## config.mk

```make
export PLATFORM = sky130hd
export DESIGN_NAME = accumulator_drain_flat
export DESIGN_NICKNAME = d
export VERILOG_FILES = /design/src/rtl/systolic_pkg.sv /design/src/rtl/accumulator_drain_if.sv /design/src/rtl/result_fifo.sv /design/src/rtl/accumulator_drain.sv /design/src/flat_wrapper.sv
export SDC_FILE = /design/constraint.sdc
export NUM_CORES = 1
export LEC_CHECK = 0
export CORE_AREA = 8 8 160 162
export CTS_CLUSTER_SIZE = 28
export DETAILED_ROUTE_END_ITERATION = 8
export DIE_AREA = 0 0 168 170
export PLACE_DENSITY = 0.81
export SYNTH_ARGS = -nofsm -noshare
export SYNTH_HDL_FRONTEND = slang
export SYNTH_HIERARCHICAL = 1
export SYNTH_SLANG_ARGS = --single-unit
```

## constraint.sdc

```tcl
create_clock -name clk_i -period 7.37 [get_ports clk_i]
set_clock_uncertainty 0.2 [all_clocks]
set_input_delay 0.737 -clock clk_i [delete_from_list [all_inputs] [get_ports clk_i]]
set_output_delay 0.737 -clock clk_i [all_outputs]
set_load 0.01 [all_outputs]
```

## src/rtl/systolic_pkg.sv

```systemverilog
// Shared FSM state type and coordinate-width helper for the systolic-array drain logic.
package systolic_pkg;

  typedef enum logic [2:0] {
    IDLE,
    SELECT,
    WAIT_VALID,
    RELEASE,
    FINISH
  } drain_state_e;

  // Never returns zero, so a 1x1 grid still gets a usable 1-bit coordinate.
  function automatic int coord_width(input int n);
    return (n > 1) ? $clog2(n) : 1;
  endfunction

endpackage

```

## src/rtl/accumulator_drain_if.sv

```systemverilog
// Result stream leaving the drain block: valid/ready with data, PE coordinates and last flag.
interface accumulator_drain_if #(
  parameter int N          = 8,
  parameter int DATA_WIDTH = 32
);
  import systolic_pkg::*;

  localparam int CW = coord_width(N);

  logic                  m_valid_o;
  logic                  m_ready_i;
  logic [DATA_WIDTH-1:0] m_data_o;
  logic [CW-1:0]         m_row_o;
  logic [CW-1:0]         m_col_o;
  logic                  m_last_o;

  modport master (
    output m_valid_o,
    output m_data_o,
    output m_row_o,
    output m_col_o,
    output m_last_o,
    input  m_ready_i
  );

  modport slave (
    input  m_valid_o,
    input  m_data_o,
    input  m_row_o,
    input  m_col_o,
    input  m_last_o,
    output m_ready_i
  );

endinterface

```

## src/rtl/result_fifo.sv

```systemverilog
// Small synchronous FIFO buffering drained entries; the head word reads as zero while empty.
module result_fifo #(
  parameter int WIDTH = 8,
  parameter int DEPTH = 2
) (
  input  logic             clk,
  input  logic             rst,
  input  logic             push,
  input  logic [WIDTH-1:0] push_data,
  input  logic             pop,
  output logic [WIDTH-1:0] pop_data,
  output logic             full,
  output logic             empty
);

  localparam int AW = (DEPTH > 1) ? $clog2(DEPTH) : 1;
  localparam logic [AW:0] CNT_FULL = (AW + 1)'(DEPTH);

  logic [WIDTH-1:0] mem [DEPTH];
  logic [AW-1:0]    wr_ptr;
  logic [AW-1:0]    rd_ptr;
  logic [AW:0]      count;
  logic             do_push;
  logic             do_pop;

  assign full    = (count == CNT_FULL);
  assign empty   = (count == '0);
  assign do_push = push && !full;
  assign do_pop  = pop && !empty;

  // Pointers wrap naturally because DEPTH is a power of two.
  always_ff @(posedge clk) begin
    if (rst) begin
      wr_ptr <= '0;
      rd_ptr <= '0;
      count  <= '0;
    end else begin
      if (do_push) begin
        wr_ptr <= wr_ptr + 1'b1;
      end
      if (do_pop) begin
        rd_ptr <= rd_ptr + 1'b1;
      end
      case ({do_push, do_pop})
        2'b10:   count <= count + 1'b1;
        2'b01:   count <= count - 1'b1;
        default: count <= count;
      endcase
    end
  end

  always_ff @(posedge clk) begin
    if (do_push) begin
      mem[wr_ptr] <= push_data;
    end
  end

  assign pop_data = empty ? '0 : mem[rd_ptr];

endmodule

```

## src/rtl/accumulator_drain.sv

```systemverilog
// Walks the N x N PE grid in raster order, selects one accumulator at a time and
// streams its value with (row,col) coordinates through a small output FIFO.
module accumulator_drain
  import systolic_pkg::*;
#(
  parameter int N              = 8,
  parameter int DATA_WIDTH     = 32,
  parameter int TIMEOUT_CYCLES = 64,
  parameter int FIFO_DEPTH     = 2
) (
  input  logic                    clk_i,
  input  logic                    rst_i,
  input  logic                    start_i,
  output logic [N*N-1:0]          select_o,
  input  logic [N*N-1:0]          acc_valid_i,
  input  logic [N*DATA_WIDTH-1:0] row_data_i,
  accumulator_drain_if.master     m,
  output logic                    busy_o,
  output logic                    done_o,
  output logic                    timeout_err_o
);

  localparam int CW = coord_width(N);
  localparam int IW = coord_width(N * N);
  localparam int TW = $clog2(TIMEOUT_CYCLES + 1);
  localparam int EW = DATA_WIDTH + 2 * CW + 1;
  localparam logic [CW-1:0] LAST_COORD = CW'(N - 1);
  localparam logic [TW-1:0] TMO_LAST   = TW'(TIMEOUT_CYCLES - 1);

  drain_state_e          state_q, state_d;
  logic [CW-1:0]         row_q, row_d;
  logic [CW-1:0]         col_q, col_d;
  logic [IW-1:0]         idx_q, idx_d;
  logic [N*N-1:0]        sel_q, sel_d;
  logic [TW-1:0]         tmo_q, tmo_d;
  logic                  err_q, err_d;
  logic                  done_q, done_d;

  logic                  is_last;
  logic                  tmo_hit;
  logic                  push;
  logic [DATA_WIDTH-1:0] push_word;
  logic [EW-1:0]         push_entry;
  logic                  pop;
  logic [EW-1:0]         pop_entry;
  logic                  fifo_full;
  logic                  fifo_empty;
  logic                  stream_valid;

  logic [DATA_WIDTH-1:0] row_words [N];

  for (genvar g = 0; g < N; g++) begin : g_rows
    assign row_words[g] = row_data_i[g*DATA_WIDTH +: DATA_WIDTH];
  end

  assign is_last = (row_q == LAST_COORD) && (col_q == LAST_COORD);
  assign tmo_hit = (tmo_q == TMO_LAST);

  // Next-state logic; a valid in the same cycle as the timeout still wins.
  always_comb begin
    state_d    = state_q;
    row_d      = row_q;
    col_d      = col_q;
    idx_d      = idx_q;
    sel_d      = sel_q;
    tmo_d      = tmo_q;
    err_d      = err_q;
    done_d     = 1'b0;
    push       = 1'b0;
    push_word  = '0;
    push_entry = '0;

    case (state_q)
      IDLE: begin
        if (start_i) begin
          row_d   = '0;
          col_d   = '0;
          idx_d   = '0;
          state_d = SELECT;
        end
      end

      SELECT: begin
        if (!fifo_full) begin
          sel_d        = '0;
          sel_d[idx_q] = 1'b1;
          tmo_d        = '0;
          state_d      = WAIT_VALID;
        end
      end

      WAIT_VALID: begin
        if (acc_valid_i[idx_q] || tmo_hit) begin
          if (acc_valid_i[idx_q]) begin
            push_word = row_words[row_q];
          end else begin
            err_d = 1'b1;
          end
          push       = 1'b1;
          push_entry = {is_last, row_q, col_q, push_word};
          sel_d      = '0;
          state_d    = RELEASE;
        end else begin
          tmo_d = tmo_q + 1'b1;
        end
      end

      RELEASE: begin
        if (is_last) begin
          state_d = FINISH;
        end else begin
          idx_d = idx_q + 1'b1;
          if (col_q == LAST_COORD) begin
            col_d = '0;
            row_d = row_q + 1'b1;
          end else begin
            col_d = col_q + 1'b1;
          end
          state_d = SELECT;
        end
      end

      FINISH: begin
        if (fifo_empty) begin
          done_d  = 1'b1;
          state_d = IDLE;
        end
      end

      default: state_d = IDLE;
    endcase
  end

  always_ff @(posedge clk_i) begin
    if (rst_i) begin
      state_q <= IDLE;
      row_q   <= '0;
      col_q   <= '0;
      idx_q   <= '0;
      sel_q   <= '0;
      tmo_q   <= '0;
      err_q   <= 1'b0;
      done_q  <= 1'b0;
    end else begin
      state_q <= state_d;
      row_q   <= row_d;
      col_q   <= col_d;
      idx_q   <= idx_d;
      sel_q   <= sel_d;
      tmo_q   <= tmo_d;
      err_q   <= err_d;
      done_q  <= done_d;
    end
  end

  // SELECT only proceeds with a free slot, so a push never meets a full FIFO.
  result_fifo #(
    .WIDTH (EW),
    .DEPTH (FIFO_DEPTH)
  ) u_result_fifo (
    .clk       (clk_i),
    .rst       (rst_i),
    .push      (push),
    .push_data (push_entry),
    .pop       (pop),
    .pop_data  (pop_entry),
    .full      (fifo_full),
    .empty     (fifo_empty)
  );

  assign stream_valid = !fifo_empty;
  assign pop          = stream_valid && m.m_ready_i;

  assign m.m_valid_o = stream_valid;
  assign {m.m_last_o, m.m_row_o, m.m_col_o, m.m_data_o} = pop_entry;

  assign select_o      = sel_q;
  assign busy_o        = (state_q != IDLE);
  assign done_o        = done_q;
  assign timeout_err_o = err_q;

endmodule

```

## src/flat_wrapper.sv

```systemverilog
// flat-port wrapper written by rule: the top's interface ports become plain ports
module accumulator_drain_flat import systolic_pkg::*;
#(
  parameter int N              = 8,
  parameter int DATA_WIDTH     = 32,
  parameter int TIMEOUT_CYCLES = 64,
  parameter int FIFO_DEPTH     = 2
)
  (clk_i, rst_i, start_i, select_o, acc_valid_i, row_data_i, busy_o, done_o, timeout_err_o, m_m_valid_o, m_m_data_o, m_m_row_o, m_m_col_o, m_m_last_o, m_m_ready_i);
  accumulator_drain_if #(.N(N), .DATA_WIDTH(DATA_WIDTH)) m_i ();
  input  logic clk_i;
  input  logic rst_i;
  input  logic start_i;
  output logic [N*N-1:0] select_o;
  input  logic [N*N-1:0] acc_valid_i;
  input  logic [N*DATA_WIDTH-1:0] row_data_i;
  output logic busy_o;
  output logic done_o;
  output logic timeout_err_o;
  output wire logic [$bits(m_i.m_valid_o)-1:0] m_m_valid_o;
  output wire logic [$bits(m_i.m_data_o)-1:0] m_m_data_o;
  output wire logic [$bits(m_i.m_row_o)-1:0] m_m_row_o;
  output wire logic [$bits(m_i.m_col_o)-1:0] m_m_col_o;
  output wire logic [$bits(m_i.m_last_o)-1:0] m_m_last_o;
  input wire logic [$bits(m_i.m_ready_i)-1:0] m_m_ready_i;
  assign m_m_valid_o = m_i.m_valid_o;
  assign m_m_data_o = m_i.m_data_o;
  assign m_m_row_o = m_i.m_row_o;
  assign m_m_col_o = m_i.m_col_o;
  assign m_m_last_o = m_i.m_last_o;
  assign m_i.m_ready_i = m_m_ready_i;
  accumulator_drain #(.N(N), .DATA_WIDTH(DATA_WIDTH), .TIMEOUT_CYCLES(TIMEOUT_CYCLES), .FIFO_DEPTH(FIFO_DEPTH)) u_core (.clk_i(clk_i), .rst_i(rst_i), .start_i(start_i), .select_o(select_o), .acc_valid_i(acc_valid_i), .row_data_i(row_data_i), .m(m_i), .busy_o(busy_o), .done_o(done_o), .timeout_err_o(timeout_err_o));
endmodule
```

Yosys cells after proc, flatten, opt, wreduce, memory -nomap -nowiden
Memory sizes are Yosys's and may differ from the RTL's. A register that Yosys moved wholly into a read port is not among the register bits.
Index checks and enable logic that the tools add are counted.
{"block": "totals", "rom_bits": 0, "n_memories": 1, "input_bits": 324, "latchBits": 0, "wordCells": 105, "reg_bits": 92, "out_inout_bits": 107, "ramBits": 78}
{"block": "op_classes", "n_eq_ne": 17, "mul": 0, "muxes": 41, "div_mod_pow": 0, "order_cmp": 3, "shifts": 0, "n_reduce_logical": 21, "bitwise": 3, "add_sub_neg": 8}
{"name": "u_core.u_result_fifo.mem", "words": 2, "word_bits": 39, "read_ports": 1, "rd_ports_with_merged_regs": 1, "write_ports": 1, "line": "result_fifo.sv:19", "text": "logic [WIDTH-1:0] mem [DEPTH];"}
{"operator": "64-bit 2-to-1 mux", "n": 2}
{"operator": "64-bit case mux with 2 select lines", "n": 1}
{"operator": "39-bit 2-to-1 mux", "n": 3}
{"operator": "32-bit binary-select mux with 3-bit select", "n": 1}
{"operator": "32-bit 2-to-1 mux", "n": 3}
{"operator": "3-bit 2-to-1 mux", "n": 10}
{"operator": "3-bit case mux with 5 select lines", "n": 1}
{"operator": "7-bit 2-to-1 mux", "n": 2}
{"operator": "7-bit case mux with 2 select lines", "n": 1}
{"operator": "6-bit 2-to-1 mux", "n": 2}
{"operator": "3-bit case mux with 2 select lines", "n": 2}
{"operator": "6-bit case mux with 2 select lines", "n": 1}
{"operator": "3-bit AND reduction", "n": 4}
{"operator": "3-bit == test, second input constant", "n": 3}
{"operator": "1-bit 2-to-1 mux", "n": 9}
{"operator": "2-bit inequality test, second input constant", "n": 4}
{"operator": "4-bit AND reduction", "n": 2}
{"operator": "7-bit by 1-bit adder with 7-bit output, second input constant", "n": 1}
{"operator": "7-bit by 6-bit == test with 1-bit output, second input constant", "n": 1}
{"operator": "6-bit by 7-bit less-than comparator with 1-bit output, second input constant", "n": 1}
{"operator": "3-bit by 1-bit adder with 3-bit output, second input constant", "n": 2}
{"operator": "6-bit by 1-bit adder with 6-bit output, second input constant", "n": 1}
{"operator": "1-bit binary-select mux with 6-bit select", "n": 1}
{"operator": "1-bit demux with 6-bit select", "n": 1}
{"operator": "21 further kinds", "n": 34}

Logic depth before layout (Yosys ltp)
{"block": "depth", "word_depth": 8, "ltp_mapped": 14, "ltp_nobuf": 11}

Cells and area by module
Netlist, hierarchy kept.
{"mod": "accumulator_drain", "area_each_um2": 6668.9, "instances": 1, "cells_per_inst": 677, "seq_area_each_um2": 1761.7}
{"mod": "result_fifo", "area_each_um2": 3151.8, "instances": 1, "cells_per_inst": 192, "seq_area_each_um2": 2442.3}

Worst setup path after synthesis
OpenSTA, ideal clock, no wires.
{"block": "synth_path", "path_type": "input to register", "startpoint": "in acc_valid_i[1]", "endpoint": "mem u_core/u_result_fifo/mem[0][0] (netlist name), enable pin", "required_time_ns": 6.776, "cell_stages": 9, "setup_ns": 0.394, "setup_slack_ns": 3.696, "arrival_time_ns": 3.080, "path_buffers": 0, "path_cell_list": "mux4_2 -> nor3b_1 -> a31oi_1 -> a311oi_1 -> or4_4 -> o21a_1 -> inv_1 -> or3_1 -> inv_1"}
{"block": "synth_between", "elab_chain_len": 8}
{"item": "start: declaration", "line": "flat_wrapper.sv:15", "text": "input logic [N*N-1:0] acc_valid_i;"}
{"item": "1-bit binary-select mux with 6-bit select", "line": "accumulator_drain.sv:93", "text": "if (acc_valid_i[idx_q] || tmo_hit) begin"}
{"item": "1-bit 2-to-1 mux (not written as such)", "line": "accumulator_drain.sv:93"}
{"item": "1-bit logical OR", "line": "accumulator_drain.sv:93"}
{"item": "1-bit 2-to-1 mux", "line": "accumulator_drain.sv:93"}
{"item": "1-bit 2-to-1 mux", "line": "accumulator_drain.sv:73", "text": "case (state_q)"}
{"item": "via u_core.push", "line": "accumulator_drain.sv:41", "text": "logic push;"}
{"item": "1-bit logical AND", "line": "result_fifo.sv:28", "text": "assign do_push = push && !full;"}
{"item": "1-bit 2-to-1 mux", "line": "result_fifo.sv:53", "text": "if (do_push) begin"}
{"item": "1-bit 2-to-1 mux (not written as such)", "line": "result_fifo.sv:54", "text": "mem[wr_ptr] <= push_data;"}
{"item": "end: declaration", "line": "result_fifo.sv:19"}
The timed path passes the listed nets, and every way through them passes these cells. The select of a mux whose other input is x is not followed.

Final worst setup path
{"block": "layout_path", "startpoint": "reg u_core.idx_q[0]", "endpoint": "reg u_core.sel_q[51], in the netlist u_core/select_o[51]"}
{"block": "layout_between", "elab_chain_len": 6, "elab_cells_between_ends": 12, "cone_classes": "2 x order compare; 1 x eq/ne; 6 x mux; 3 x reduce/logical"}
{"item": "start: declaration", "line": "accumulator_drain.sv:33", "text": "logic [IW-1:0] idx_q, idx_d;"}
{"item": "start signal: assignment", "line": "accumulator_drain.sv:148", "text": "idx_q <= idx_d;"}
{"item": "6-bit by 7-bit less-than comparator with 1-bit output (not written as such) or 6-bit by 1-bit greater-or-equal comparator with 1-bit output (tied branches)", "line": "accumulator_drain.sv:86", "text": "sel_d[idx_q] = 1'b1;"}
{"item": "1-bit logical AND (not written as such)", "line": "accumulator_drain.sv:86"}
{"item": "1-bit 2-to-1 mux (not written as such)", "line": "accumulator_drain.sv:86"}
{"item": "1-bit demux with 6-bit select"}
{"item": "64-bit 2-to-1 mux", "line": "accumulator_drain.sv:84", "text": "if (!fifo_full) begin"}
{"item": "64-bit case mux with 2 select lines", "line": "accumulator_drain.sv:73"}
{"item": "end signal: assignment", "line": "accumulator_drain.sv:149", "text": "sel_q <= sel_d;"}
{"item": "end: declaration", "line": "accumulator_drain.sv:34", "text": "logic [N*N-1:0] sel_q, sel_d;"}
Parallel ways exist; a longest one is shown, timed or not. The select of a mux whose other input is x is not followed.
A chain may end at the register's enable or synchronous reset.

==> results.cfg <==
[grt]
antenna_found_initial = 6
grt_pass1_wl_microns = 50740
grt_max_degree = 68
first_global_vias = 8879
grt_util_all_layers_pct = 23.07
grt_overflow_total = 0

[clocking]
cts_tree = done
cts.sinks = 171
root_buffer = clkbuf_16
clk_pin_slew_ns = 0.06
cts-htree-levels = 4
clk_latency_ns = 0.42
post_cts_buffers = 0
cts_buffers = 17
holdBufCountCts = 0
cts_max_path_buffers = 2
ctsResizeCount = 0

[critical_path]
critical-path-slowest-cell = a21o_4
cp_slowest_stage_delay_ns = 0.87
reg2reg_to = u_core/select_o[51]$_SDFFE_PP0P_
arrival_ns = 4.63
endpoint_kind = register
crit_type = register to register
crit_fanout = 64
worstRegToRegCells = 8
path_delay_family = compound AO/OA/AOI/OAI gates
setup.reg_to_reg.worst_slack_ns = 2.84
cp_num_buf_inv = 1
cp.required_ns = 7.48
path_cells = buf_4 > mux4_2 > nor3b_1 > a31oi_1 > a311oi_1 > nor4_1 > a21o_4 > mux2_2
r2r_start = u_core/idx_q[0]$_SDFFE_PP0P_
worst_setup_path_start_kind = register

[worst_hold_path]
hold_path_startpoint = u_core/tmo_q[6]$_SDFFE_PP0P_
hp-class = register to register
whs_endpoint = u_core/tmo_q[6]$_SDFFE_PP0P_
hold_path_depth = 2

[yosys]
synth_seq_cells = 171
synth_edf_count = 78
synth_top_area_share_pct = 23.85
synth_cell_types = 53
yosys.area_share.adder_pct = 0.8918
synth_top_cell_by_area = edfxtp_1
synth_xor_area_share_pct = 0.5351
synthCells = 869
synth_nets = 1200
netlist_area_sq_mm = 0.009821
synthMuxAreaShare_pct = 32.37
synth_compound_area_share_pct = 3.975
yosysWarnings = 6
synth_flop_cell = dfxtp_1
seq_area_frac_synth_pct = 42.81
syn-mean-instance-area_sq_um = 11.30
synth_area_leaders = edfxtp_1 24%, dfxtp_1 19%, mux4_2 15%
synth_top_family_by_area = multiplexers
synthSimpleGateAreaFrac_pct = 15.68
synth-async-reset-ratio_pct = 0

[sta]
rsz0062_at_grt = false
finalSetupViolations = 0
drv_slew = 0
final-hold-violation-count = 0
relSlewSlack_pct = 18.29
final.period_utilization_pct = 61.44
holdWs_ns = 0.2555
min_period_ns = 4.528
max_clock_freq_mhz = 220.8
finalSetupTns_ns = 0
worst_pin_slew_ns = 1.216

[die]
pin_count = 431
initial_core_util_pct = 42.60
num_rows = 56
die_w_microns = 168
die_h_microns = 170
core_sq_mm = 0.02305
dieArea_sq_mm = 0.02856

[detailed_routing]
vias = 8467
viasPerCell = 5.410
drt-initial-drc-count = 644
wl_per_cell_microns = 21.56
drt_wl_total_microns = 33750
ant_nets = 0
drc_errors = 0
dr.pass1.iters = 6

[place]
gp_congestion = 0.8741
dpl.hpwl_microns = 26270
portBuffers = 430

[final_layout]
final_nets = 1593
area_growth_syn_to_layout_pct = 50.85
layout-drive-gt1-share_pct = 10.28

[pwr]
powerDensity_mw_per_mm2 = 156.4
ir_drop_mv = 0.09822
leakage_nw = 5.070

[run_status]
outcome = finished clean

[job]
drv_cap = 0
## layer usage
layer	share of wire, %	up-vias	GRT usage (%)	routed length (microns)
li1	-	3981	-	-
met1	42	4116	28.15	14040
met2	49	310	38.30	16380
met3	7.5	50	7.020	2525
met4	2.2	10	8.036	736
met5	0.20	-	0	67
## metrics by stage
stage	power, mW	std cells	util (%)	area, sq um	worst slack (ns)
after floorplan	1.274	869	-	9821	3.696
after global placement	1.513	1533	61.88	14260	2.945
after detailed placement	1.520	1533	61.88	14260	2.846
after CTS	2.334	1564	64.25	14810	2.830
after global routing	2.406	1565	64.26	14810	2.520
final	2.317	1565	64.26	14810	2.842
## logic make-up after synthesis
family / Yosys count
AND/OR/NAND/NOR: 321
AO/OA/AOI/OAI: 60
adder cells (fa/ha/maj): 7
flip-flops: 171
XOR/XNOR: 6
buffers and inverters: 78
multiplexers: 226
## worst register-to-register path: stages, from the launching register on
cell and delay, ns:
dfxtp_1 0.83, buf_4 0.40, mux4_2 0.53, nor3b_1 0.15
a31oi_1 0.17, a311oi_1 0.13, nor4_1 0.69, a21o_4 0.88
mux2_2 0.44
## Yosys cell counts (10+ instances only)
cell        n
nor3_1     19
mux4_2     67
nand2_1    75
o21ai_0    11
mux2_2     10
clkbuf_1   38
nand2b_1   61
nand3_1    16
nor2b_1    13
inv_1      10
a21oi_1    16
edfxtp_1   78
nor2_1    102
dfxtp_1    93
buf_4      10
mux2i_1   144
## how the worst max path moves through the flow
stage / startpoint / end / slack [ns] / cells past startpoint
CTS: u_core/idx_q[0]$_SDFFE_PP0P_ / u_core/select_o[51]$_SDFFE_PP0P_ / 2.83 / 8
global route: u_core/idx_q[0]$_SDFFE_PP0P_ / u_core/select_o[51]$_SDFFE_PP0P_ / 2.52 / 8
global placement: u_core/idx_q[0]$_SDFFE_PP0P_ / u_core/select_o[51]$_SDFFE_PP0P_ / 2.95 / 8
finish: u_core/idx_q[0]$_SDFFE_PP0P_ / u_core/select_o[51]$_SDFFE_PP0P_ / 2.84 / 8
floorplan: acc_valid_i[1] / u_core/u_result_fifo/mem[0][0]$_DFFE_PP_ / 3.70 / 9
detailed placement: u_core/idx_q[0]$_SDFFE_PP0P_ / u_core/select_o[51]$_SDFFE_PP0P_ / 2.85 / 8
## power breakdown
group / leakage [nW] / internal, mW / switching (mW)
clock network: 0.273 / 0.478 / 0.338
logic: 3.28 / 0.285 / 0.196
registers: 1.51 / 1.01 / 0.0120
total: 5.07 / 1.77 / 0.546
## cell type report
type / instances / area [sq um]
clock inverters: 7 / 40.04
clock buffers: 24 / 508.0
well taps: 290 / 362.8
fillers: 1823 / 8238
inverters: 11 / 41.29
repair buffers: 441 / 4382
diodes: 1 / 2.502
multi-input cells: 620 / 5266
flip-flops and latches: 171 / 4212
## cells in the final DEF (no fill, tap or decap), types with 3 or more instances in the layout
cell | netlist | routed
o31ai_1 | 4 | 4
nand2_1 | 75 | 75
nor2b_1 | 13 | 13
a21oi_1 | 16 | 16
or4_1 | 3 | 3
mux4_1 | 4 | 4
clkbuf_16 | 0 | 18
mux2_2 | 10 | 10
inv_1 | 10 | 9
nor2_1 | 102 | 101
nand3_1 | 16 | 16
buf_4 | 10 | 11
mux4_2 | 67 | 67
nor3_1 | 19 | 19
xor2_1 | 4 | 4
dfxtp_1 | 93 | 89
o221ai_1 | 3 | 3
nor4_1 | 4 | 4
nand2b_1 | 61 | 61
o21ai_0 | 11 | 11
edfxtp_1 | 78 | 78
a31oi_1 | 3 | 3
and3_1 | 5 | 4
clkdlybuf4s50_1 | 0 | 429
clkinv_2 | 0 | 5
a22oi_1 | 7 | 7
mux2i_1 | 144 | 144
dfxtp_2 | 0 | 3
or3_1 | 7 | 7
ha_1 | 7 | 7
and2_1 | 6 | 6
clkbuf_8 | 0 | 3
## state kept, by name, indices dropped and copies added, names as in the netlist, 2 cells and up, named ones only
name and flops:
u_core/col_q 3, u_core/state_q 3, u_core/tmo_q 7, u_core/select_o 64
u_core/u_result_fifo/mem 78, u_core/row_q 3, u_core/u_result_fifo/count 2, u_core/idx_q 6
Power figures use the tool's default switching activity.
